### src/rtl/uart_frame_loader.sv
// uart_frame_loader: parses sync + N_BYTES payload (+ checksum) from a UART ready/ack stream into image RAM.
// Optional trailing checksum byte enabled by defining UART_FRAME_LOADER_CHECKSUM_EN.
`default_nettype none

module uart_frame_loader #(
    parameter int          N_BYTES   = 784,
    parameter int          ADDR_W    = 10,
    parameter logic [7:0]  SYNC_BYTE = 8'hA5,
    parameter int          TIMEOUT   = 500000,
    parameter int          TO_W      = 19
) (
    input  logic              clk,
    input  logic              reset,
    input  logic [7:0]        rx_data_i,
    input  logic              rx_ready_i,
    output logic              rx_ack_o,
    input  logic              rx_error_i,
    output logic              wr_en_o,
    output logic [ADDR_W-1:0] wr_addr_o,
    output logic [7:0]        wr_data_o,
    output logic              frame_done_o,
    output logic              frame_err_o,
    output logic              busy_o
);

    localparam logic [2:0] S_HUNT    = 3'd0;
    localparam logic [2:0] S_PAYLOAD = 3'd1;
    localparam logic [2:0] S_DONE    = 3'd3;
    localparam logic [2:0] S_ERR     = 3'd4;
`ifdef UART_FRAME_LOADER_CHECKSUM_EN
    localparam logic [2:0] S_CHECK   = 3'd2;
`endif

    logic [2:0]        state;
    logic [2:0]        state_n;
    logic [ADDR_W-1:0] byte_cnt;
    logic [TO_W-1:0]   to_cnt;
    logic              ack_wait;
`ifdef UART_FRAME_LOADER_CHECKSUM_EN
    logic [7:0]        csum;
`endif

    logic in_frame;
    logic timed_out;
    logic last_byte;
    logic take;
    logic ack_n;
    logic wr_n;
    logic done_n;
    logic err_n;
    logic busy_n;

`ifdef UART_FRAME_LOADER_CHECKSUM_EN
    assign in_frame = (state == S_PAYLOAD) || (state == S_CHECK);
`else
    assign in_frame = (state == S_PAYLOAD);
`endif
    assign timed_out = in_frame && (to_cnt == TO_W'(TIMEOUT - 1));
    assign last_byte = (byte_cnt == ADDR_W'(N_BYTES - 1));
    // Error and timeout take priority over a byte arriving in the same cycle.
    assign take = rx_ready_i && !ack_wait && !rx_error_i &&
                  ((state == S_HUNT) || (in_frame && !timed_out));

    always_ff @(posedge clk) begin
        if (!reset) begin
            state        <= S_HUNT;
            byte_cnt     <= '0;
            to_cnt       <= '0;
            ack_wait     <= 1'b0;
            rx_ack_o     <= 1'b0;
            wr_en_o      <= 1'b0;
            wr_addr_o    <= '0;
            wr_data_o    <= '0;
            frame_done_o <= 1'b0;
            frame_err_o  <= 1'b0;
            busy_o       <= 1'b0;
`ifdef UART_FRAME_LOADER_CHECKSUM_EN
            csum         <= '0;
`endif
        end else begin
            state        <= state_n;
            rx_ack_o     <= ack_n;
            wr_en_o      <= wr_n;
            frame_done_o <= done_n;
            frame_err_o  <= err_n;
            busy_o       <= busy_n;

            if (take) begin
                ack_wait <= 1'b1;
            end else if (!rx_ready_i) begin
                ack_wait <= 1'b0;
            end

            if (!in_frame || take) begin
                to_cnt <= '0;
            end else begin
                to_cnt <= to_cnt + 1'b1;
            end

            if (state == S_HUNT) begin
                byte_cnt <= '0;
`ifdef UART_FRAME_LOADER_CHECKSUM_EN
                csum     <= '0;
`endif
            end else if (wr_n) begin
                byte_cnt  <= byte_cnt + 1'b1;
                wr_addr_o <= byte_cnt;
                wr_data_o <= rx_data_i;
`ifdef UART_FRAME_LOADER_CHECKSUM_EN
                csum      <= csum + rx_data_i;
`endif
            end
        end
    end

    always_comb begin
        state_n = state;
        case (state)
            S_HUNT: begin
                if (take && (rx_data_i == SYNC_BYTE)) begin
                    state_n = S_PAYLOAD;
                end
            end
            S_PAYLOAD: begin
                if (rx_error_i || timed_out) begin
                    state_n = S_ERR;
                end else if (take && last_byte) begin
`ifdef UART_FRAME_LOADER_CHECKSUM_EN
                    state_n = S_CHECK;
`else
                    state_n = S_DONE;
`endif
                end
            end
`ifdef UART_FRAME_LOADER_CHECKSUM_EN
            S_CHECK: begin
                if (rx_error_i || timed_out) begin
                    state_n = S_ERR;
                end else if (take) begin
                    state_n = (rx_data_i == csum) ? S_DONE : S_ERR;
                end
            end
`endif
            S_DONE:  state_n = S_HUNT;
            S_ERR:   state_n = S_HUNT;
            default: state_n = S_HUNT;
        endcase
    end

    always_comb begin
        ack_n  = take;
        wr_n   = take && (state == S_PAYLOAD);
        done_n = (state == S_DONE);
        err_n  = (state == S_ERR);
        busy_n = (state_n != S_HUNT);
    end

endmodule

`default_nettype wire

### config.mk
export PLATFORM = sky130hd
export DESIGN_NAME = uart_frame_loader
export DESIGN_NICKNAME = d
export VERILOG_FILES = /design/src/rtl/uart_frame_loader.sv
export SDC_FILE = /design/constraint.sdc
export NUM_CORES = 1
export LEC_CHECK = 0
export CAP_MARGIN = 15
export CORE_MARGIN = 2
export CORE_UTILIZATION = 55
export DETAILED_ROUTE_END_ITERATION = 8
export GPL_ROUTABILITY_DRIVEN = 1
export PLACE_DENSITY = 0.85
export RECOVER_POWER = 25
export SLEW_MARGIN = 20
export SYNTH_ARGS = -nofsm -noshare
export SYNTH_HDL_FRONTEND = slang
export SYNTH_SLANG_ARGS = --single-unit
export TNS_END_PERCENT = 100
### constraint.sdc
create_clock -name clk -period 3.77 [get_ports clk]
set_clock_uncertainty 0.05 [all_clocks]
set_input_delay 0.5655 -clock clk [delete_from_list [all_inputs] [get_ports clk]]
set_output_delay 0.5655 -clock clk [all_outputs]
set_load 0.01 [all_outputs]
==> results.sh, run 1 <==
export IMPL_final_period_utilization_pct=60.3
export IMPL_synth_most_common_cell="dfxtp_1"
export IMPL_globalplace_congestion=0.789
export IMPL_worstMarginPinSlew_ns=0.740
export IMPL_postSynthCellCount=262
export IMPL_final_util_pct=68.9
export IMPL_core_mm2=0.00409
export IMPL_ant_nets=0
export IMPL_grt_overflow=0
export IMPL_die_w_um=70.0
export IMPL_drt_iter0_markers=209
export IMPL_vias=1943
export IMPL_finalHoldViolations=0
export IMPL_power_leakage_nw=1.04
export IMPL_hold_slack_ns=0.399
export IMPL_arrival_ns=2.46
export IMPL_dp_cells=335
export IMPL_netlist_top_cells_count="56 x dfxtp_1, 46 x nand3_1, 33 x nand2_1"
export IMPL_clk_pin_slew_ns=0.09
export IMPL_met2_usage_pct=34.4
export IMPL_postLayoutCellArea_mm2=0.00281
export IMPL_grt_pass1_wl_um=7980
export IMPL_fin_cells=343
export IMPL_first_global_vias=1852
export IMPL_worst_setup_path_start_kind="input pin"
export IMPL_rows=23
export IMPL_hold_buffers=0
export IMPL_cap_violations=0
export IMPL_yosysTopAreaCell="dfxtp_1"
export IMPL_ctsResizeCount=0
export IMPL_cts_tree="yes"
export IMPL_rsz0062_at_grt="no"
export IMPL_tns_ns=0
export IMPL_status="finished clean"
export IMPL_avgSynthCellArea_um2=9.14
export IMPL_gr_usage_met3_pct=6.06
export IMPL_netlist_area_mm2=0.00239
export IMPL_initial_core_util_pct=58.6
export IMPL_antenna_cells=0
export IMPL_vdd_drop_max_uv=251
export IMPL_fin_nets=306
export IMPL_slew_violations=0
export IMPL_synth_top_cell_area_share_pct=46.8
export IMPL_setup_viol=0
export IMPL_gr_usage_met1_pct=22.6
export IMPL_route_detailed_drc=0
export IMPL_firstDrtPassIters=4
export IMPL_ys_warn_count=0
export IMPL_synth_cell_types=45
export IMPL_root_buffer="clkbuf_8"
export IMPL_via_per_inst=5.66
export IMPL_relSlewSlack_pct=50.5
export IMPL_crit_path_max_fanout=31
export IMPL_grt_busiest_layer="met2"
export IMPL_hp_class="reg -> reg"
export IMPL_numCtsBuffers=5
export IMPL_clock_sinks=56
export IMPL_async_flop_share_pct=0
export IMPL_critPathCaptureType="flop"
export IMPL_dieArea_mm2=0.00490
export IMPL_worstPathRequired_ns=3.96
export IMPL_yosys_top_cells_area="dfxtp_1 47%, nand3_1 9.6%, nand2_1 5.2%"
export IMPL_synth_seq_cells=56
export IMPL_grt_total_usage_pct=20.0
export IMPL_syn_num_nets=276
export IMPL_period_minus_slack_ns=2.27
export IMPL_synth_edf_count=0
export IMPL_synth_flop_cell="dfxtp_1"
export IMPL_area_growth_pct=17.5
export IMPL_cts_htree_levels=2
export IMPL_clk_latency_ns=0.31
export IMPL_port_buffers=34
export IMPL_dp_hpwl_um=3340
export IMPL_antenna_found_initial=0
export IMPL_drive_gt1_share_pct=6.48
export IMPL_post_cts_setup_buffers=0
export IMPL_timing_fmax_mhz=440
export IMPL_cts_buffer_depth=2
export IMPL_die_height_um=70.0
export IMPL_power_density_mw_per_mm2=337
export IMPL_place_area_mm2=0.00272
export IMPL_crit_type="in -> reg"
export IMPL_drt_wl_total_um=4680
export IMPL_ioPinCount=35
export IMPL_synth_seq_area_share_pct=46.8
export IMPL_wire_per_inst_um=13.6
export IMPL_grt_max_degree=47
==> path summary, 6_finish.rpt <==
| check | start | to | slack [ns] | cells past startpoint |
|---|---|---|---|---|
| setup / recovery | rx_error_i | byte_cnt[7] | 1.50 | 6 |
| hold / removal | wr_addr_o[8] | wr_addr_o[8] | 0.40 | 2 |
| setup reg to reg | to_cnt[8] | byte_cnt[7] | 1.72 | 5 |
| hold reg to reg | wr_addr_o[8] | wr_addr_o[8] | 0.40 | 2 |
==> flip-flops by register name, indices dropped and copies added (netlist names), 3 cells and up <==
register and flops:
byte_cnt 10, state 3, to_cnt 19, wr_addr_o 10
wr_data_o 8
==> cell families (layout without fill, tap and decap cells) <==
| kind of cell | after synthesis | in the layout | synth area share (%) |
|---|---|---|---|
| AND/OR/NAND/NOR | 145 | 145 | 33.7 |
| flip-flops | 56 | 56 | 46.8 |
| AO/OA/AOI/OAI | 24 | 24 | 7.16 |
| XOR/XNOR | 18 | 18 | 6.58 |
| buffers and inverters | 15 | 46 | 3.87 |
| adder cells (fa/ha/maj) | 2 | 2 | 1.04 |
| multiplexers | 2 | 2 | 0.836 |
==> cells in the final DEF (no fill, tap or decap), drive strengths merged, types with 4 or more instances in the layout <==
cell type	n
nor2	27
nand4	5
o31ai	4
clkdlybuf4s50	20
dfxtp	56
nand2	34
xnor2	6
xor2	12
and3	4
nor4b	4
nand3	46
o21ai	5
dlygate4sd3	14
clkbuf	8
a21oi	9
or3	4
==> layout make-up <==
| class | instances | area [um2] |
|---|---|---|
| Fill cell | 344 | 1270 |
| Multi-Input combinational cell | 191 | 1180 |
| Sequential cell | 56 | 1120 |
| Timing Repair Buffer | 35 | 348 |
| Clock buffer | 8 | 90.1 |
| Tap cell | 50 | 62.6 |
| Inverter | 3 | 11.3 |
==> report_power, final <==
group	internal (mW)	switching [mW]	total (mW)	leakage, nW
registers	0.592	0.000414	0.592	0.451
clock network	0.150	0.177	0.328	0.0455
logic	0.0148	0.0139	0.0286	0.546
==> layer usage <==
layer / vias up / part of all wire [%]
li1: 981 / -
met2: 50 / 52
met5: - / 0
met1: 904 / 42
met3: 8 / 4.4
met4: 0 / 2.0
==> per-stage QoR <==
step | setup WS, ns | total power, mW
6_report | 1.50 | 0.949
5_1_grt | 1.38 | 0.976
4_1_cts | 1.51 | 0.958
3_5_place_dp | 1.18 | 0.635
3_3_place_gp | 1.27 | 0.634
2_1_floorplan | 1.95 | 0.619
==> critical path: stages <==
cell,delay (ns)
clkdlybuf4s50_1,0.47
nor2_1,0.15
and3_2,0.27
o211ai_4,0.27
or4_1,0.57
a21oi_1,0.16
(Power assumes the default switching activity.)
==> run 2: changes to the inputs <==
CORE_UTILIZATION = 53   (was 55)
PLACE_DENSITY = 0.82   (was 0.85)
clock period = 2.3 ns   (was 3.77 ns; I/O delays follow)
==> run 2 against run 1 <==
Sequential power rose by 64%. First-iteration DRC count shrank 45%. Critical path type is now reg -> reg. Critical path depth did not move. Highest routed layer unchanged.
==> results.sh, run 2 (synthesis gave the netlist of run 1 again) <==
export IMPL_relSlewSlack_pct=56.9
export IMPL_ant_nets=0
export IMPL_area_growth_pct=18.3
export IMPL_worstMarginPinSlew_ns=0.640
export IMPL_cts_htree_levels=2
export IMPL_top_register="to_cnt"
export IMPL_drt_wl_total_um=4750
export IMPL_vdd_drop_max_uv=446
export IMPL_via_per_inst=5.64
export IMPL_grt_max_degree=28
export IMPL_firstDrtPassIters=4
export IMPL_power_leakage_nw=1.07
export IMPL_die_w_um=71.2
export IMPL_timing_fmax_mhz=523
export IMPL_clk_pin_slew_ns=0.09
export IMPL_rsz0062_at_grt="no"
export IMPL_final_period_utilization_pct=83.2
export IMPL_slew_violations=0
export IMPL_min_delay_start="wr_data_o[3]"
export IMPL_antenna_cells=0
export IMPL_finalHoldViolations=0
export IMPL_worstPathRequired_ns=2.49
export IMPL_post_cts_setup_buffers=0
export IMPL_initial_core_util_pct=55.0
export IMPL_ioPinCount=35
export IMPL_vias=1968
export IMPL_clock_sinks=56
export IMPL_crit_path_max_fanout=20
export IMPL_arrival_ns=2.10
export IMPL_dieArea_mm2=0.00507
export IMPL_setup_viol=0
export IMPL_wire_per_inst_um=13.6
export IMPL_core_mm2=0.00435
export IMPL_reg2reg_depth=6
export IMPL_antenna_found_initial=0
export IMPL_ctsResizeCount=0
export IMPL_reg2reg_setup_slack_ns=0.39
export IMPL_critPathCaptureType="flop"
export IMPL_fin_nets=311
export IMPL_rows=24
export IMPL_numCtsBuffers=5
export IMPL_cts_buffer_depth=2
export IMPL_cap_violations=0
export IMPL_tns_ns=0
export IMPL_cts_tree="yes"
export IMPL_period_minus_slack_ns=1.91
export IMPL_route_detailed_drc=0
export IMPL_dp_hpwl_um=3450
export IMPL_r2r_start="to_cnt[8]"
export IMPL_top_regs="to_cnt: 19 flops, byte_cnt: 10 flops, wr_addr_o: 10 flops"
export IMPL_r2r_end="wr_addr_o[3]"
export IMPL_hold_path_depth=2
export IMPL_grt_total_usage_pct=19.9
export IMPL_worst_setup_path_start_kind="flop"
export IMPL_power_density_mw_per_mm2=535
export IMPL_globalplace_congestion=0.791
export IMPL_port_buffers=34
export IMPL_hp_class="reg -> reg"
export IMPL_grt_overflow=0
export IMPL_crit_type="reg -> reg"
export IMPL_root_buffer="clkbuf_8"
export IMPL_worst_hold_path_endpoint="wr_data_o[3]"
export IMPL_first_global_vias=1876
export IMPL_die_height_um=71.2
export IMPL_grt_pass1_wl_um=8120
export IMPL_drt_iter0_markers=114
export IMPL_drive_gt1_share_pct=7.74
export IMPL_clk_latency_ns=0.31
export IMPL_layout_common_cells="56 x dfxtp_1, 46 x nand3_1, 33 x nand2_1"
export IMPL_largest_reg_flops=19
export IMPL_final_common_cell="dfxtp_1"
export IMPL_final_util_pct=65.1
export IMPL_status="finished clean"
export IMPL_hold_buffers=0
-- run 2: layout make-up --
class | count | area (um2)
inverters | 3 | 11.3
repair buffers | 40 | 385
multi-input cells | 191 | 1170
well taps | 52 | 65.1
clock inverters | 1 | 5.00
fillers | 367 | 1520
clock buffers | 6 | 72.6
flip-flops and latches | 56 | 1120
-- run 2: worst max-delay path by stage --
stage	startpoint	to	slack [ns]	depth (start not counted)
after CTS	to_cnt[8]	wr_addr_o[3]	0.37	6
after global routing	to_cnt[8]	wr_addr_o[3]	0.18	6
after floorplan	to_cnt[0]	to_cnt[18]	0.64	6
after detailed placement	rx_error_i	byte_cnt[7]	0.12	6
after global placement	rx_error_i	byte_cnt[7]	0.19	6
final	to_cnt[8]	wr_addr_o[3]	0.39	6
-- run 2: per-layer routing --
layer	vias up	global-route usage, %	routed length, um
met5	-	0	0
met4	0	7.97	71
met3	7	4.64	186
met2	37	35.4	2390
met1	927	23.1	2110
li1	997	-	-
-- run 2: report_power, final --
group | internal, mW | switching [mW]
Clock | 0.208 | 0.289
Combinational | 0.0252 | 0.0222
Sequential | 0.970 | 0.000916
-- run 2: per-stage QoR --
stage	hold WS [ns]	power (mW)	std cells	instance area, um2	worst slack, ns
after floorplan	0.380	1.01	262	2390	0.638
after global placement	0.386	1.04	342	2760	0.186
after detailed placement	0.392	1.04	342	2760	0.122
after CTS	0.404	1.54	349	2840	0.369
after global routing	0.418	1.57	349	2830	0.181
final	0.397	1.52	349	2830	0.387
-- run 2: critical path, stage by stage, from the launching register on --
cell	delay (ns)
dfxtp_1	0.45
nor4b_4	0.28
nand4_4	0.17
o211ai_4	0.34
buf_4	0.31
nand2_1	0.08
a21boi_0	0.16
